File: src/rtl/adder_pkg.sv
`default_nettype none
// ==========================================================================
// adder_pkg: shared defaults and types for the adder result path. Rev 1.0
// ==========================================================================
package adder_pkg;

   localparam int DATA_W_DEF = 7;
   localparam int DEPTH_DEF  = 8;
   localparam int ACC_W_DEF  = 16;
   localparam int CNT_W_DEF  = 16;

   typedef logic [DATA_W_DEF-1:0] result_t;

endpackage : adder_pkg
`default_nettype wire

File: src/rtl/result_fifo.sv
`default_nettype none
// ==========================================================================
// result_fifo: first-word-fall-through FIFO with explicit occupancy. Rev 1.0
// ==========================================================================
module result_fifo #(
   parameter int DATA_W = 7,
   parameter int DEPTH  = 8
) (
   input  logic                   clk,
   input  logic                   reset,
   input  logic                   push_i,
   input  logic                   pop_i,
   input  logic [DATA_W-1:0]      wdata_i,
   output logic [DATA_W-1:0]      rdata_o,
   output logic                   full_o,
   output logic                   empty_o,
   output logic [$clog2(DEPTH):0] level_o
);

   localparam int PTR_W = $clog2(DEPTH);

   logic [DATA_W-1:0] mem_q [DEPTH];
   logic [PTR_W-1:0]  wr_ptr_q, wr_ptr_d;
   logic [PTR_W-1:0]  rd_ptr_q, rd_ptr_d;
   logic [PTR_W:0]    level_q, level_d;

   assign full_o  = (level_q == (PTR_W+1)'(DEPTH));
   assign empty_o = (level_q == '0);
   assign level_o = level_q;
   assign rdata_o = mem_q[rd_ptr_q];

   // Caller never pushes into a full FIFO unless it pops the head in the same cycle.
   always_comb begin
      wr_ptr_d = wr_ptr_q;
      rd_ptr_d = rd_ptr_q;
      level_d  = level_q;
      if (push_i) begin
         wr_ptr_d = wr_ptr_q + PTR_W'(1);
      end
      if (pop_i) begin
         rd_ptr_d = rd_ptr_q + PTR_W'(1);
      end
      if (push_i && !pop_i) begin
         level_d = level_q + (PTR_W+1)'(1);
      end else if (pop_i && !push_i) begin
         level_d = level_q - (PTR_W+1)'(1);
      end
   end

   always_ff @(posedge clk or negedge reset) begin
      if (!reset) begin
         wr_ptr_q <= '0;
         rd_ptr_q <= '0;
         level_q  <= '0;
      end else begin
         wr_ptr_q <= wr_ptr_d;
         rd_ptr_q <= rd_ptr_d;
         level_q  <= level_d;
      end
   end

   // Storage is cleared on reset so the head reads zero while empty.
   for (genvar i = 0; i < DEPTH; i++) begin : g_mem
      always_ff @(posedge clk or negedge reset) begin
         if (!reset) begin
            mem_q[i] <= '0;
         end else if (push_i && (wr_ptr_q == PTR_W'(i))) begin
            mem_q[i] <= wdata_i;
         end
      end
   end

endmodule : result_fifo
`default_nettype wire

File: src/rtl/adder_result_collector.sv
`default_nettype none
// ==========================================================================
// adder_result_collector: buffers adder sums and keeps running stats. Rev 1.0
// ==========================================================================
module adder_result_collector
   import adder_pkg::*;
#(
   parameter int DATA_W = DATA_W_DEF,
   parameter int DEPTH  = DEPTH_DEF,
   parameter int ACC_W  = ACC_W_DEF,
   parameter int CNT_W  = CNT_W_DEF
) (
   input  logic                   clk,
   input  logic                   reset,
   input  logic                   in_valid,
   input  logic [DATA_W-1:0]      in_data,
   input  logic                   clr,
   output logic                   out_valid,
   input  logic                   out_ready,
   output logic [DATA_W-1:0]      out_data,
   output logic [ACC_W-1:0]       acc_sum,
   output logic [CNT_W-1:0]       res_count,
   output logic                   acc_ovf,
   output logic                   drop_err,
   output logic [$clog2(DEPTH):0] level
);

   logic fifo_full;
   logic fifo_empty;
   logic pop;
   logic push_ok;

   assign out_valid = !fifo_empty;
   assign pop       = out_valid && out_ready;
   // A full FIFO still takes the new result when its head leaves this cycle.
   assign push_ok   = in_valid && (!fifo_full || pop);

   result_fifo #(
      .DATA_W (DATA_W),
      .DEPTH  (DEPTH)
   ) u_fifo (
      .clk     (clk),
      .reset   (reset),
      .push_i  (push_ok),
      .pop_i   (pop),
      .wdata_i (in_data),
      .rdata_o (out_data),
      .full_o  (fifo_full),
      .empty_o (fifo_empty),
      .level_o (level)
   );

   logic [ACC_W-1:0] acc_q, acc_d, acc_base;
   logic [ACC_W:0]   acc_ext;
   logic [CNT_W-1:0] cnt_q, cnt_d, cnt_base;
   logic             ovf_q, ovf_d, ovf_base;
   logic             drop_q, drop_d, drop_base;

   // clr zeroes the baseline first so a same-cycle push or drop still lands.
   always_comb begin
      acc_base  = clr ? '0   : acc_q;
      cnt_base  = clr ? '0   : cnt_q;
      ovf_base  = clr ? 1'b0 : ovf_q;
      drop_base = clr ? 1'b0 : drop_q;
      acc_ext   = {1'b0, acc_base} + (ACC_W+1)'(in_data);

      acc_d  = acc_base;
      cnt_d  = cnt_base;
      ovf_d  = ovf_base;
      drop_d = drop_base;

      if (push_ok) begin
         acc_d = acc_ext[ACC_W-1:0];
         ovf_d = ovf_base | acc_ext[ACC_W];
         if (cnt_base != '1) begin
            cnt_d = cnt_base + CNT_W'(1);
         end
      end else if (in_valid) begin
         drop_d = 1'b1;
      end
   end

   always_ff @(posedge clk or negedge reset) begin
      if (!reset) begin
         acc_q  <= '0;
         cnt_q  <= '0;
         ovf_q  <= 1'b0;
         drop_q <= 1'b0;
      end else begin
         acc_q  <= acc_d;
         cnt_q  <= cnt_d;
         ovf_q  <= ovf_d;
         drop_q <= drop_d;
      end
   end

   assign acc_sum   = acc_q;
   assign res_count = cnt_q;
   assign acc_ovf   = ovf_q;
   assign drop_err  = drop_q;

endmodule : adder_result_collector
`default_nettype wire

File: config.mk
export PLATFORM = sky130hd
export DESIGN_NAME = adder_result_collector
export DESIGN_NICKNAME = d
export VERILOG_FILES = /design/src/rtl/adder_pkg.sv /design/src/rtl/result_fifo.sv /design/src/rtl/adder_result_collector.sv
export SDC_FILE = /design/constraint.sdc
export NUM_CORES = 1
export LEC_CHECK = 0
export BUFFER_PORTS_ARGS = -buffer_cell sky130_fd_sc_hd__buf_4
export CAP_MARGIN = 15
export CORE_MARGIN = 1.5
export CORE_UTILIZATION = 53
export DETAILED_ROUTE_END_ITERATION = 10
export PLACE_DENSITY = 0.76
export SYNTH_ARGS = -nofsm -noshare
export SYNTH_HDL_FRONTEND = slang
export SYNTH_SLANG_ARGS = --single-unit
File: constraint.sdc
create_clock -name clk -period 2.55 [get_ports clk]
set_clock_uncertainty 0.05 [all_clocks]
set_input_delay 0.1275 -clock clk [delete_from_list [all_inputs] [get_ports clk]]
set_output_delay 0.1275 -clock clk [all_outputs]
set_load 0.01 [all_outputs]
---- After elaboration in Yosys (flattened, before gate mapping) ----
Index checks and enable logic that the tools add are counted.
storage, ports and cells
  word-level logic and storage cells ...... 68
  register bits ........................... 100
  bits of input ports ..................... 12
  output and inout bits ................... 46
operators by class
  add/subtract/negate cells ............... 6
  equality and inequality tests ........... 9
  mux-type cells .......................... 15
  magnitude comparators ................... 1
  bitwise gates (word level) .............. 2
  reduce and logical (&&, ||, !) cells .... 20
operator list
  cell                                                                 number
  16-bit 2-to-1 mux                                                    5
  7-bit binary-select mux with 3-bit select                            1
  16-bit by 7-bit adder with 17-bit output                             1
  16-bit by 1-bit adder with 16-bit output (second input constant)     1
  16-bit != test (second input constant)                               1
  7-bit 2-to-1 mux                                                     2
  3-bit == test (second input constant)                                4
  1-bit logical AND                                                    12
  4-bit 2-to-1 mux                                                     2
  3-bit by 1-bit adder with 3-bit output (second input constant)       2
  3-bit by 2-bit == test with 1-bit output (second input constant)     2
  1-bit 2-to-1 mux                                                     5
  4-bit by 1-bit adder with 4-bit output (second input constant)       1
  4-bit == test (second input constant)                                1
  4-bit greater-or-equal comparator (second input constant)            1
  1-bit zero test                                                      4
  4-bit zero test                                                      1
  3-bit NOT with 4-bit output                                          1
  4-bit by 1-bit subtractor with 4-bit output (second input constant)  1
  3-bit by 1-bit == test with 1-bit output (second input constant)     1
  3-bit zero test                                                      1
  2-bit nonzero test                                                   1
  1-bit logical OR                                                     1
  1-bit bitwise OR                                                     1

---- Logic depth before layout (Yosys ltp) ----
Gate-level depths: netlist of the first run.
  depth in word-level cells ............... 9
  gate-level depth with buffers ........... 12
  depth with buffers taken out ............ 11

---- By module ----
From an unflattened synthesis of the first run, not the netlist that was laid out.
second synthesis, totals
  cell total of the unflattened synthesis .. 414
  area, all modules ....................... 5,313.8 µm²
by module, submodules not included
  module                  seq. area each (µm²)  times used  area an instance (µm²)  cells an instance
  result_fifo             1,651.6               1           3,181.8                 204
  adder_result_collector  850.8                 1           2,132.0                 210

---- Worst setup path before layout of the first run ----
No wires, ideal clock.
  path type ............................... register to register
  start ................................... reg u_fifo.level_q[0] (netlist: u_fifo.level_o[0])
  end ..................................... reg u_fifo.level_q[3] (netlist: u_fifo.level_o[3])
  period minus slack after synthesis ...... 2.670 ns
  arrival time ............................ 2.492 ns
  buffers on the path ..................... 1
  slack ................................... -0.120 ns
  setup time .............................. 0.128 ns
  cell stages (with the launch flop) ...... 13
  required time ........................... 2.372 ns
  path through ............................ dfrtp_1 -> or3_1 -> o21ai_2 -> inv_2 -> buf_6 -> ha_1 -> inv_1 -> ha_1 -> a21o_1 -> a21oi_1 -> xnor2_1 -> nor2_1 -> xor2_1
between the ends
  cells in the longest elaborated chain, start to end .. 8
  elaborated cells on any way between the ends .. 16
  classes of those cells .................. 2 x add/sub; 1 x eq/ne; 2 x mux; 11 x reduce/logical
RTL lines
  what                                                                                                 RTL line           RTL
  from (decl)                                                                                          result_fifo.sv:25  logic [PTR_W:0] level_q, level_d;
  from (signal assigned)                                                                               result_fifo.sv:58  level_q <= level_d;
  parallel branches: the longest is 8 deep, another holds 4-bit by 1-bit subtractor with 4-bit output  n/a
Several ways; the timed one is not identified. The select of a mux whose other input is x is not followed.
A chain may end at the register's enable or synchronous reset.

---- Worst setup path in the final report of the first run ----
Same ends and word-level chain as after synthesis.

==> results.py, run 1 <==
metrics = {
    "min_path": {
        "hold_end": "u_fifo.mem_q[10]$_DFFE_PN0P_",
        "min_from": "in_data[3]",
        "whs_path_depth": 2,
        "hold_class": "input pin to register",
    },
    "logic_synthesis": {
        "avgSynthCellArea_sq_um": 12.7,
        "yosysWarnings": 0,
        "synthesis.area_sq_mm": 0.00511,
        "synth_edf_count": 0,
        "ys_seq_area_share_pct": 49.0,
        "ys_ff_latch": 100,
        "synth_nets": 434,
        "synthArstFlopShare_pct": 100,
        "ys_types": 54,
        "synth-main-ff-cell": "dfrtp_1",
        "syn_inst": 402,
    },
    "pwr": {
        "p_comb_share_pct": 41.0,
        "p_int_mw": 4.06,
        "p_leak_nw": 2.63,
        "total_power_mw": 6.09,
        "clkPwrFrac_pct": 16.3,
        "p_sw_share_pct": 33.4,
        "p_sw_mw": 2.04,
        "irDropWorstVdd_mv": 0.699,
        "pwr-share-seq_pct": 42.7,
        "power.density_mw_per_mm2": 1020,
    },
    "setup_path": {
        "r2r-end": "u_fifo.level_o[3]$_DFFE_PN0P_",
        "r2r-start": "u_fifo.level_o[0]$_DFFE_PN0P_",
        "critical_path_class": "register to register",
        "cp.required_ns": 2.76,
        "r2r_cells": 11,
        "start_kind": "register",
        "cp-startpoint": "u_fifo.level_o[0]$_DFFE_PN0P_",
        "arrival_ns": 2.61,
        "rrSetupSlack_ns": 0.15,
        "path_max_fanout": 6,
        "end_kind": "register",
    },
    "timing": {
        "period_needed_ns": 2.40,
        "worst_hold_slack_ns": 0.0111,
        "finalCritPeriodShare_pct": 94.3,
        "finalHoldViolations": 0,
        "finalSetupViolations": 0,
        "drv_slew": 0,
        "worstMarginPinSlew_ns": 0.767,
        "fmax_mhz": 416,
        "slew-limit-headroom_pct": 48.6,
    },
    "clock_tree": {
        "root_buffer": "clkbuf_8",
        "cts_buffer_depth": 2,
        "cts_inserted_buffers": 9,
        "clkTransAtPathRegs_ns": 0.12,
        "cts_tree": "yes",
        "insertion_delay_ns": 0.37,
        "htree_levels": 3,
        "clock-sinks": 100,
    },
    "layout": {
        "final_cells": 605,
        "syn_to_final_growth_pct": 16.7,
        "antenna_cells": 0,
        "final_layout_size_suffix_gt1_share_pct": 40.1,
        "layout.nets": 503,
    },
    "global_route": {
        "grt_max_degree": 53,
        "met3_usage_pct": 4.69,
        "track_usage_pct": 23.0,
        "use_met2_pct": 38.3,
        "grt_pass1_vias": 3514,
        "gr-total-overflow": 0,
        "busiest_layer": "met2",
        "antenna_found_initial": 0,
        "grt_pass1_wl_um": 18000,
        "grtUsageMet1_pct": 30.9,
    },
    "outcome": {
        "status": "completed",
    },
    "placement": {
        "placed_cells": 584,
        "port_buffers": 57,
        "dpl.hpwl_um": 7520,
        "place.gp.congestion": 0.798,
    },
    "route": {
        "drt-wirelength-per-cell_um": 17.9,
        "ant_nets": 0,
        "wl_um": 10800,
        "firstDrtPassIters": 4,
        "route.detailed.drc": 0,
        "via_count": 3437,
        "detail_route.iter0.violations": 132,
        "vias_per_cell": 5.68,
    },
    "floorplan": {
        "die_w_um": 101,
        "std_cell_rows": 35,
        "io_pins": 58,
        "fp.coreArea_sq_mm": 0.00928,
        "dieArea_sq_mm": 0.0102,
        "initial_core_util_pct": 55.1,
        "chipHeight_um": 101,
    },
    "run": {
        "max_cap_viol_count": 0,
    },
}
[power groups by stage]
stage          clock network, mW  registers (mW)  logic (mW)
4_1_cts                     1.01            2.59        2.49
5_1_grt                     1.09            2.67        2.75
2_1_floorplan                  0            2.47        1.80
6_report                   0.993            2.60        2.50
3_3_place_gp                   0            2.57        2.39
3_5_place_dp                   0            2.63        2.47
[routing by layer]
metal	vias to the layer above	wire length (um)
met4	0	211
met2	70	5410
met1	1749	4760
li1	1602	-
met5	-	0
met3	16	426
[registers in the layout (all words and copies together), names as in the netlist]
name / count
drop_err: 1
res_count: 16
u_fifo.rd_ptr_q: 3
acc_sum: 16
acc_ovf: 1
u_fifo.mem_q: 56
u_fifo.wr_ptr_q: 3
u_fifo.level_o: 4
[worst max-delay path: stages, from the launching register on]
cell and delay [ns]:
dfrtp_2 0.46, or3_4 0.41, o21ai_4 0.14, inv_2 0.05, ha_1 0.21, inv_2 0.09
ha_1 0.23, a21o_1 0.19, a21oi_2 0.15, xnor2_1 0.12, nor2_1 0.06, xor2_1 0.14
[Yosys cell counts, types with 4 or more instances]
cell type  count  share of area, %
nand2b_1       4              0.49
nor2b_1       13               1.6
ha_1          18               4.4
clkbuf_1       6              0.44
mux2_2        68                15
buf_2          4              0.39
a211oi_1       5              0.73
o211ai_1       4              0.59
o21ai_0       13               1.3
inv_1          6              0.44
nor2_1        14               1.0
xor2_1         5              0.86
mux4_2        14               6.2
xnor2_1       20               3.4
nand2_1       27               2.0
nand3_1       12               1.2
dfrtp_1      100                49
or3_1          5              0.61
a21oi_1        9              0.88
[what timing repair did]
action	in CTS	in global routing
hold buffers	2	0
resized for setup	0	2
endpoints found under the hold margin	50	0
endpoints found under the setup margin	0	2
buffers inserted	0	3
[placed cells by master (no fill, tap or decap), types with 8 or more instances in the layout]
cell,instances
a21oi_1,8
buf_4,70
clkbuf_8,9
dfrtp_1,99
ha_1,18
mux2_2,68
mux4_2,14
nand2_1,27
nand3_1,12
nor2_1,14
nor2b_1,13
o21ai_0,13
xnor2_1,20
[worst max-delay path by stage]
stage                                          endpoint  slack (ns)  cells after the start
after detailed placement  u_fifo.level_o[3]$_DFFE_PN0P_        0.13                     11
after global routing      u_fifo.level_o[3]$_DFFE_PN0P_       -0.02                     11
after CTS                 u_fifo.level_o[3]$_DFFE_PN0P_        0.11                     11
final                     u_fifo.level_o[3]$_DFFE_PN0P_        0.15                     11
after floorplan           u_fifo.level_o[3]$_DFFE_PN0P_       0.008                     12
after global placement    u_fifo.level_o[3]$_DFFE_PN0P_        0.19                     11
[cell families after synthesis]
logic type	after synthesis	share of synthesized area (%)
AND/OR/NAND/NOR	103	11.2
multiplexers	84	21.6
XOR/XNOR	25	4.28
AO/OA/AOI/OAI	49	6.71
adder cells (fa/ha/maj)	20	5.19
buffers and inverters	21	2.01
flip-flops	100	49.0
[per-stage QoR]
| stage | setup TNS, ns | utilization, % | cell area, sq um | worst slack, ns |
|---|---|---|---|---|
| 5_1_grt | -0.0236 | 64.3 | 5970 | -0.0236 |
| 3_3_place_gp | 0 | 61.6 | 5720 | 0.191 |
| 2_1_floorplan | 0 | - | 5130 | 0.00832 |
| 4_1_cts | 0 | 63.9 | 5930 | 0.113 |
| 3_5_place_dp | 0 | 61.6 | 5720 | 0.131 |
| 6_report | 0 | 64.3 | 5970 | 0.146 |
[area by class of cell]
cell class / count / area [sq um]
Clock buffer: 9 / 124
Clock inverter: 7 / 67.6
Fill cell: 741 / 3320
Inverter: 7 / 26.3
Multi-Input combinational cell: 281 / 2540
Sequential cell: 100 / 2500
Tap cell: 129 / 161
Timing Repair Buffer: 72 / 546
Power figures use the tool's default switching activity.
==> run 2, diff against run 1 <==
--- a/config.mk
+++ b/config.mk
@@ -11,6 +11,7 @@
 export CORE_UTILIZATION = 53
 export DETAILED_ROUTE_END_ITERATION = 10
 export PLACE_DENSITY = 0.76
+export REMOVE_ABC_BUFFERS = 1
 export SYNTH_ARGS = -nofsm -noshare
 export SYNTH_HDL_FRONTEND = slang
 export SYNTH_SLANG_ARGS = --single-unit
==> results.py, run 2 (synthesized netlist as in run 1, its figures left out) <==
metrics = {
    "outcome": {
        "status": "completed",
    },
    "floorplan": {
        "initial_core_util_pct": 55.1,
        "dieArea_sq_mm": 0.0102,
        "fp.coreArea_sq_mm": 0.00928,
        "die_w_um": 101,
        "std_cell_rows": 35,
        "chipHeight_um": 101,
        "io_pins": 58,
    },
    "setup_path": {
        "critPathMostFrequentCell": "inv_2",
        "r2r_cells": 11,
        "arrival_ns": 2.59,
        "r2r-end": "u_fifo.level_o[3]$_DFFE_PN0P_",
        "rrSetupSlack_ns": 0.16,
        "cpMaxStageDelayCell": "dfrtp_2",
        "slowest_delay_ns": 0.46,
        "cp.required_ns": 2.75,
        "critical_path_class": "register to register",
        "cp_cell_sequence": "or3_4, o21ai_2, inv_2, ha_2, inv_2, ha_1, a21o_1, a21oi_2, xnor2_1, nor2_1, xor2_1",
        "end_kind": "register",
        "start_kind": "register",
        "path_max_fanout": 4,
        "r2r-start": "u_fifo.level_o[2]$_DFFE_PN0P_",
    },
    "timing": {
        "slew-limit-headroom_pct": 44.6,
        "fmax_mhz": 418,
        "setup_ws_ns": 0.160,
        "drv_slew": 0,
        "finalHoldViolations": 0,
        "finalCritPeriodShare_pct": 93.7,
        "fin_tns_setup_ns": 0,
        "finalSetupViolations": 0,
        "worstMarginPinSlew_ns": 0.831,
        "period_needed_ns": 2.39,
        "rsz0062_at_grt": "no",
    },
    "clock_tree": {
        "clkTransAtPathRegs_ns": 0.11,
        "cts_inserted_buffers": 9,
        "cts_buffer_depth": 2,
        "root_buffer": "clkbuf_8",
        "insertion_delay_ns": 0.38,
        "cts_tree": "yes",
        "clock-sinks": 100,
        "htree_levels": 3,
    },
    "pwr": {
        "p_int_mw": 4.06,
        "p_leak_nw": 2.63,
        "p_sw_share_pct": 33.3,
        "p_sw_mw": 2.03,
        "irDropWorstVdd_mv": 0.463,
        "p_comb_share_pct": 41.4,
        "pwr-share-seq_pct": 42.7,
        "clkPwrFrac_pct": 15.8,
        "power.density_mw_per_mm2": 1020,
        "total_power_mw": 6.09,
    },
    "route": {
        "drt-wirelength-per-cell_um": 17.9,
        "wl_um": 10800,
        "firstDrtPassIters": 4,
        "route.detailed.drc": 0,
        "vias_per_cell": 5.69,
        "detail_route.iter0.violations": 77,
        "via_count": 3438,
        "ant_nets": 0,
    },
    "layout": {
        "mostFrequentLayoutCells": "dfrtp_1, mux2_2, buf_4",
        "fin_util_pct": 64.3,
        "syn_to_final_growth_pct": 16.8,
        "mostFrequentLayoutCell": "dfrtp_1",
        "largest_reg_flops": 56,
        "layout.nets": 502,
        "antenna_cells": 0,
        "design_area_sq_mm": 0.00597,
        "final_layout_size_suffix_gt1_share_pct": 40.6,
        "largest-register": "u_fifo.mem_q",
    },
    "placement": {
        "place_area_sq_mm": 0.00572,
        "place_ws_ns": 0.0430,
        "place.gp.congestion": 0.864,
        "dpl.hpwl_um": 7520,
        "port_buffers": 57,
    },
    "min_path": {
        "min_from": "in_data[2]",
        "whs_path_depth": 2,
        "hold_class": "input pin to register",
        "hold_end": "u_fifo.mem_q[23]$_DFFE_PN0P_",
    },
    "global_route": {
        "gr-total-overflow": 0,
        "track_usage_pct": 22.9,
        "grt_max_degree": 61,
        "grt_pass1_wl_um": 17900,
        "antenna_found_initial": 0,
        "grt_pass1_vias": 3605,
    },
    "run": {
        "max_cap_viol_count": 0,
    },
}
## run 2: how the worst max path moves through the flow
stage / from / depth (start not counted) / endpoint
2_1_floorplan: u_fifo.level_o[0]$_DFFE_PN0P_ / 11 / u_fifo.level_o[3]$_DFFE_PN0P_
3_3_place_gp: u_fifo.level_o[1]$_DFFE_PN0P_ / 11 / u_fifo.level_o[3]$_DFFE_PN0P_
3_5_place_dp: u_fifo.level_o[0]$_DFFE_PN0P_ / 12 / u_fifo.level_o[3]$_DFFE_PN0P_
4_1_cts: u_fifo.level_o[2]$_DFFE_PN0P_ / 11 / u_fifo.level_o[3]$_DFFE_PN0P_
5_1_grt: u_fifo.level_o[0]$_DFFE_PN0P_ / 12 / u_fifo.level_o[3]$_DFFE_PN0P_
6_report: u_fifo.level_o[2]$_DFFE_PN0P_ / 11 / u_fifo.level_o[3]$_DFFE_PN0P_
## run 2: stage by stage
step,instances,hold slack (ns)
after floorplan,388,-0.218
after global placement,585,0.191
final,604,0.0177
after CTS,603,0.00356
after detailed placement,585,0.205
after global routing,604,0.00118
## run 2: per-layer routing
metal / up-vias / track usage [%] / wire [um]
met5: - / 0 / 0
met4: 0 / 8.44 / 251
met3: 23 / 4.90 / 389
met2: 77 / 38.4 / 5380
met1: 1731 / 29.6 / 4790
li1: 1607 / - / -
## run 2: cell type report
class | count | area (sq um)
Multi-Input combinational cell | 281 | 2530
Clock buffer | 9 | 124
Timing Repair Buffer | 71 | 563
Clock inverter | 7 | 57.6
Tap cell | 129 | 161
Sequential cell | 100 | 2500
Fill cell | 731 | 3320
Inverter | 7 | 26.3
## run 2: worst max-delay path, delay by kind of cell (launching register included)
kind                     cells  cell delay, ns
flip-flops                   1            0.46
XOR/XNOR                     2            0.26
AND/OR/NAND/NOR              2            0.45
buffers and inverters        2            0.13
adder cells (fa/ha/maj)      2            0.41
AO/OA/AOI/OAI                3            0.50
## run 2: what timing repair did
item | CTS | global route
hold buffers | 2 | 0
gates resized for setup | 1 | 8
hold endpoints to repair | 60 | 0
buffers inserted | 0 | 1
setup endpoints to repair | 1 | 1
## run 2: power by group through the flow
stage / registers (mW) / logic [mW] / clock network, mW
2_1_floorplan: 2.56 / 1.63 / 0
3_3_place_gp: 2.56 / 2.40 / 0
3_5_place_dp: 2.62 / 2.48 / 0
4_1_cts: 2.59 / 2.50 / 0.987
5_1_grt: 2.67 / 2.75 / 1.07
6_report: 2.60 / 2.52 / 0.965
==> run 3, diff against run 2 <==
--- a/config.mk
+++ b/config.mk
@@ -11,6 +11,7 @@
 export CORE_UTILIZATION = 53
 export DETAILED_ROUTE_END_ITERATION = 10
 export PLACE_DENSITY = 0.76
+export RECOVER_POWER = 100
 export REMOVE_ABC_BUFFERS = 1
 export SYNTH_ARGS = -nofsm -noshare
 export SYNTH_HDL_FRONTEND = slang
==> constraint.sdc (replaced) <==
create_clock -name clk -period 2.1 [get_ports clk]
set_clock_uncertainty 0.05 [all_clocks]
set_input_delay 0.105 -clock clk [delete_from_list [all_inputs] [get_ports clk]]
set_output_delay 0.105 -clock clk [all_outputs]
set_load 0.01 [all_outputs]
==> results.py, run 3 (synthesized netlist as in run 1, its figures left out) <==
metrics = {
    "clock_tree": {
        "cts_inserted_buffers": 9,
        "clock-sinks": 100,
        "root_buffer": "clkbuf_8",
        "cts_tree": "yes",
        "htree_levels": 3,
        "insertion_delay_ns": 0.36,
        "clkTransAtPathRegs_ns": 0.10,
        "cts_buffer_depth": 2,
    },
    "pwr": {
        "clkPwrFrac_pct": 13.7,
        "pwr-share-seq_pct": 39.0,
        "p_leak_nw": 2.78,
        "p_comb_share_pct": 47.3,
        "power.density_mw_per_mm2": 1250,
        "p_sw_share_pct": 32.5,
        "p_int_mw": 5.44,
        "irDropWorstVdd_mv": 0.542,
        "p_sw_mw": 2.62,
    },
    "route": {
        "ant_nets": 0,
        "detail_route.iter0.violations": 88,
        "firstDrtPassIters": 4,
        "via_count": 3625,
        "wl_um": 11200,
        "drt-wirelength-per-cell_um": 17.3,
        "vias_per_cell": 5.58,
        "route.detailed.drc": 0,
    },
    "placement": {
        "place_area_sq_mm": 0.00597,
        "port_buffers": 57,
        "place_ws_ns": -0.292,
        "dpl.hpwl_um": 7650,
        "place.gp.congestion": 0.804,
    },
    "floorplan": {
        "dieArea_sq_mm": 0.0102,
        "io_pins": 58,
        "initial_core_util_pct": 55.1,
        "chipHeight_um": 101,
        "die_w_um": 101,
        "std_cell_rows": 35,
        "fp.coreArea_sq_mm": 0.00928,
    },
    "layout": {
        "final_layout_size_suffix_gt1_share_pct": 42.0,
        "syn_to_final_growth_pct": 26.0,
        "mostFrequentLayoutCell": "dfrtp_1",
        "largest-register": "u_fifo.mem_q",
        "mostFrequentLayoutCells": "dfrtp_1, mux2_2, buf_4",
        "largest_reg_flops": 56,
        "fill_cells": 717,
        "antenna_cells": 0,
        "layout.nets": 548,
        "layout.area.seq_sq_mm": 0.00250,
        "design_area_sq_mm": 0.00644,
        "multi_input_area_sq_mm": 0.00273,
    },
    "global_route": {
        "grt_max_degree": 45,
        "track_usage_pct": 23.2,
        "gr-total-overflow": 0,
        "antenna_found_initial": 0,
        "grt_pass1_vias": 3665,
        "grt_pass1_wl_um": 18200,
    },
    "outcome": {
        "violations": "setup timing",
        "status": "finished with violations",
    },
    "setup_path": {
        "cp-startpoint": "u_fifo.level_o[2]$_DFFE_PN0P_",
        "crit_end": "u_fifo.level_o[3]$_DFFE_PN0P_",
        "r2r-end": "u_fifo.level_o[3]$_DFFE_PN0P_",
        "r2r_cells": 11,
        "cp_cell_sequence": "or3_4, o21ai_4, inv_2, ha_4, inv_4, ha_4, a21o_1, a21oi_2, xnor2_1, nor2_1, xor2_1",
        "start_kind": "register",
        "cp.required_ns": 2.30,
        "rrSetupSlack_ns": -0.16,
        "critPathMostFrequentCell": "ha_4",
        "path_max_fanout": 2,
        "end_kind": "register",
        "r2r-start": "u_fifo.level_o[2]$_DFFE_PN0P_",
        "arrival_ns": 2.47,
        "cpMaxStageDelayCell": "or3_4",
        "slowest_delay_ns": 0.41,
        "critical_path_class": "register to register",
    },
    "timing": {
        "worstMarginPinSlew_ns": 0.973,
        "setup_ws_ns": -0.164,
        "period_needed_ns": 2.26,
        "finalHoldViolations": 0,
        "slew-limit-headroom_pct": 35.1,
        "rsz0062_at_grt": "yes",
        "drv_slew": 0,
        "finalSetupViolations": 5,
        "fmax_mhz": 442,
        "finalCritPeriodShare_pct": 108,
        "fin_tns_setup_ns": -0.290,
    },
    "run": {
        "max_cap_viol_count": 0,
    },
    "min_path": {
        "hold_class": "input pin to register",
    },
}
-- run 3: cell types whose count changed in the layout (fill, tap and decap cells not counted), sizes merged --
cell,change
dlygate4sd3,+4
clkbuf,+41
buf,+3
inv,-2
-- run 3: metrics by stage --
step	hold WS, ns	util (%)	power (mW)	std cells
finish	0.00978	69.4	8.05	650
global route	0.00765	69.4	8.54	650
CTS	0.00693	68.0	7.68	641
detailed placement	0.0716	64.4	6.42	614
global placement	0.0675	64.4	6.27	614
floorplan	-0.241	-	5.09	388
-- run 3: worst max-delay path, delay by kind of cell, from the launching register on --
kind,cells,cell delay (ns)
compound gates,3,0.44
xor+xnor,2,0.30
fa+ha+maj,2,0.36
buf+inv,2,0.13
flops,1,0.39
simple gates,2,0.49
-- run 3: layout make-up --
type / instances / share of cell area (%)
clock inverters: 5 / 0.583
multi-input cells: 281 / 42.3
flip-flops and latches: 100 / 38.9
inverters: 7 / 0.447
well taps: 129 / 2.51
repair buffers: 117 / 13.2
clock buffers: 11 / 2.04
-- run 3: timing repair --
item	4_1_cts	5_1_grt
gates cloned	0	1
buffers inserted	6	8
hold buffers	6	0
endpoints found under the hold margin	49	0
endpoints found under the setup margin	38	44
pin swaps	11	21
resized for setup	15	44
-- run 3: worst min path at each step --
stage / startpoint / to / slack [ns] / depth (start not counted)
2_1_floorplan: reset / acc_ovf$_DFF_PN0_ / -0.24 / 0
5_1_grt: in_data[6] / u_fifo.mem_q[13]$_DFFE_PN0P_ / 0.008 / 2
6_report: in_data[3] / u_fifo.mem_q[38]$_DFFE_PN0P_ / 0.01 / 2
3_3_place_gp: reset / u_fifo.mem_q[24]$_DFFE_PN0P_ / 0.07 / 1
3_5_place_dp: reset / u_fifo.mem_q[24]$_DFFE_PN0P_ / 0.07 / 1
4_1_cts: in_data[3] / u_fifo.mem_q[38]$_DFFE_PN0P_ / 0.007 / 2
-- run 3: routing by layer --
metal	share of wire [%]	GRT usage, %	up-vias
li1	-	-	1699
met1	45	30.1	1851
met2	51	39.6	60
met4	1.5	8.01	0
met3	3.1	3.93	15
met5	0	0	-
-- run 3: power by group through the flow --
stage,clock network [mW],logic (mW),registers [mW]
2_1_floorplan,0,1.98,3.11
5_1_grt,1.20,4.10,3.23
6_report,1.11,3.81,3.14
3_3_place_gp,0,3.19,3.09
3_5_place_dp,0,3.27,3.14
4_1_cts,1.13,3.45,3.10
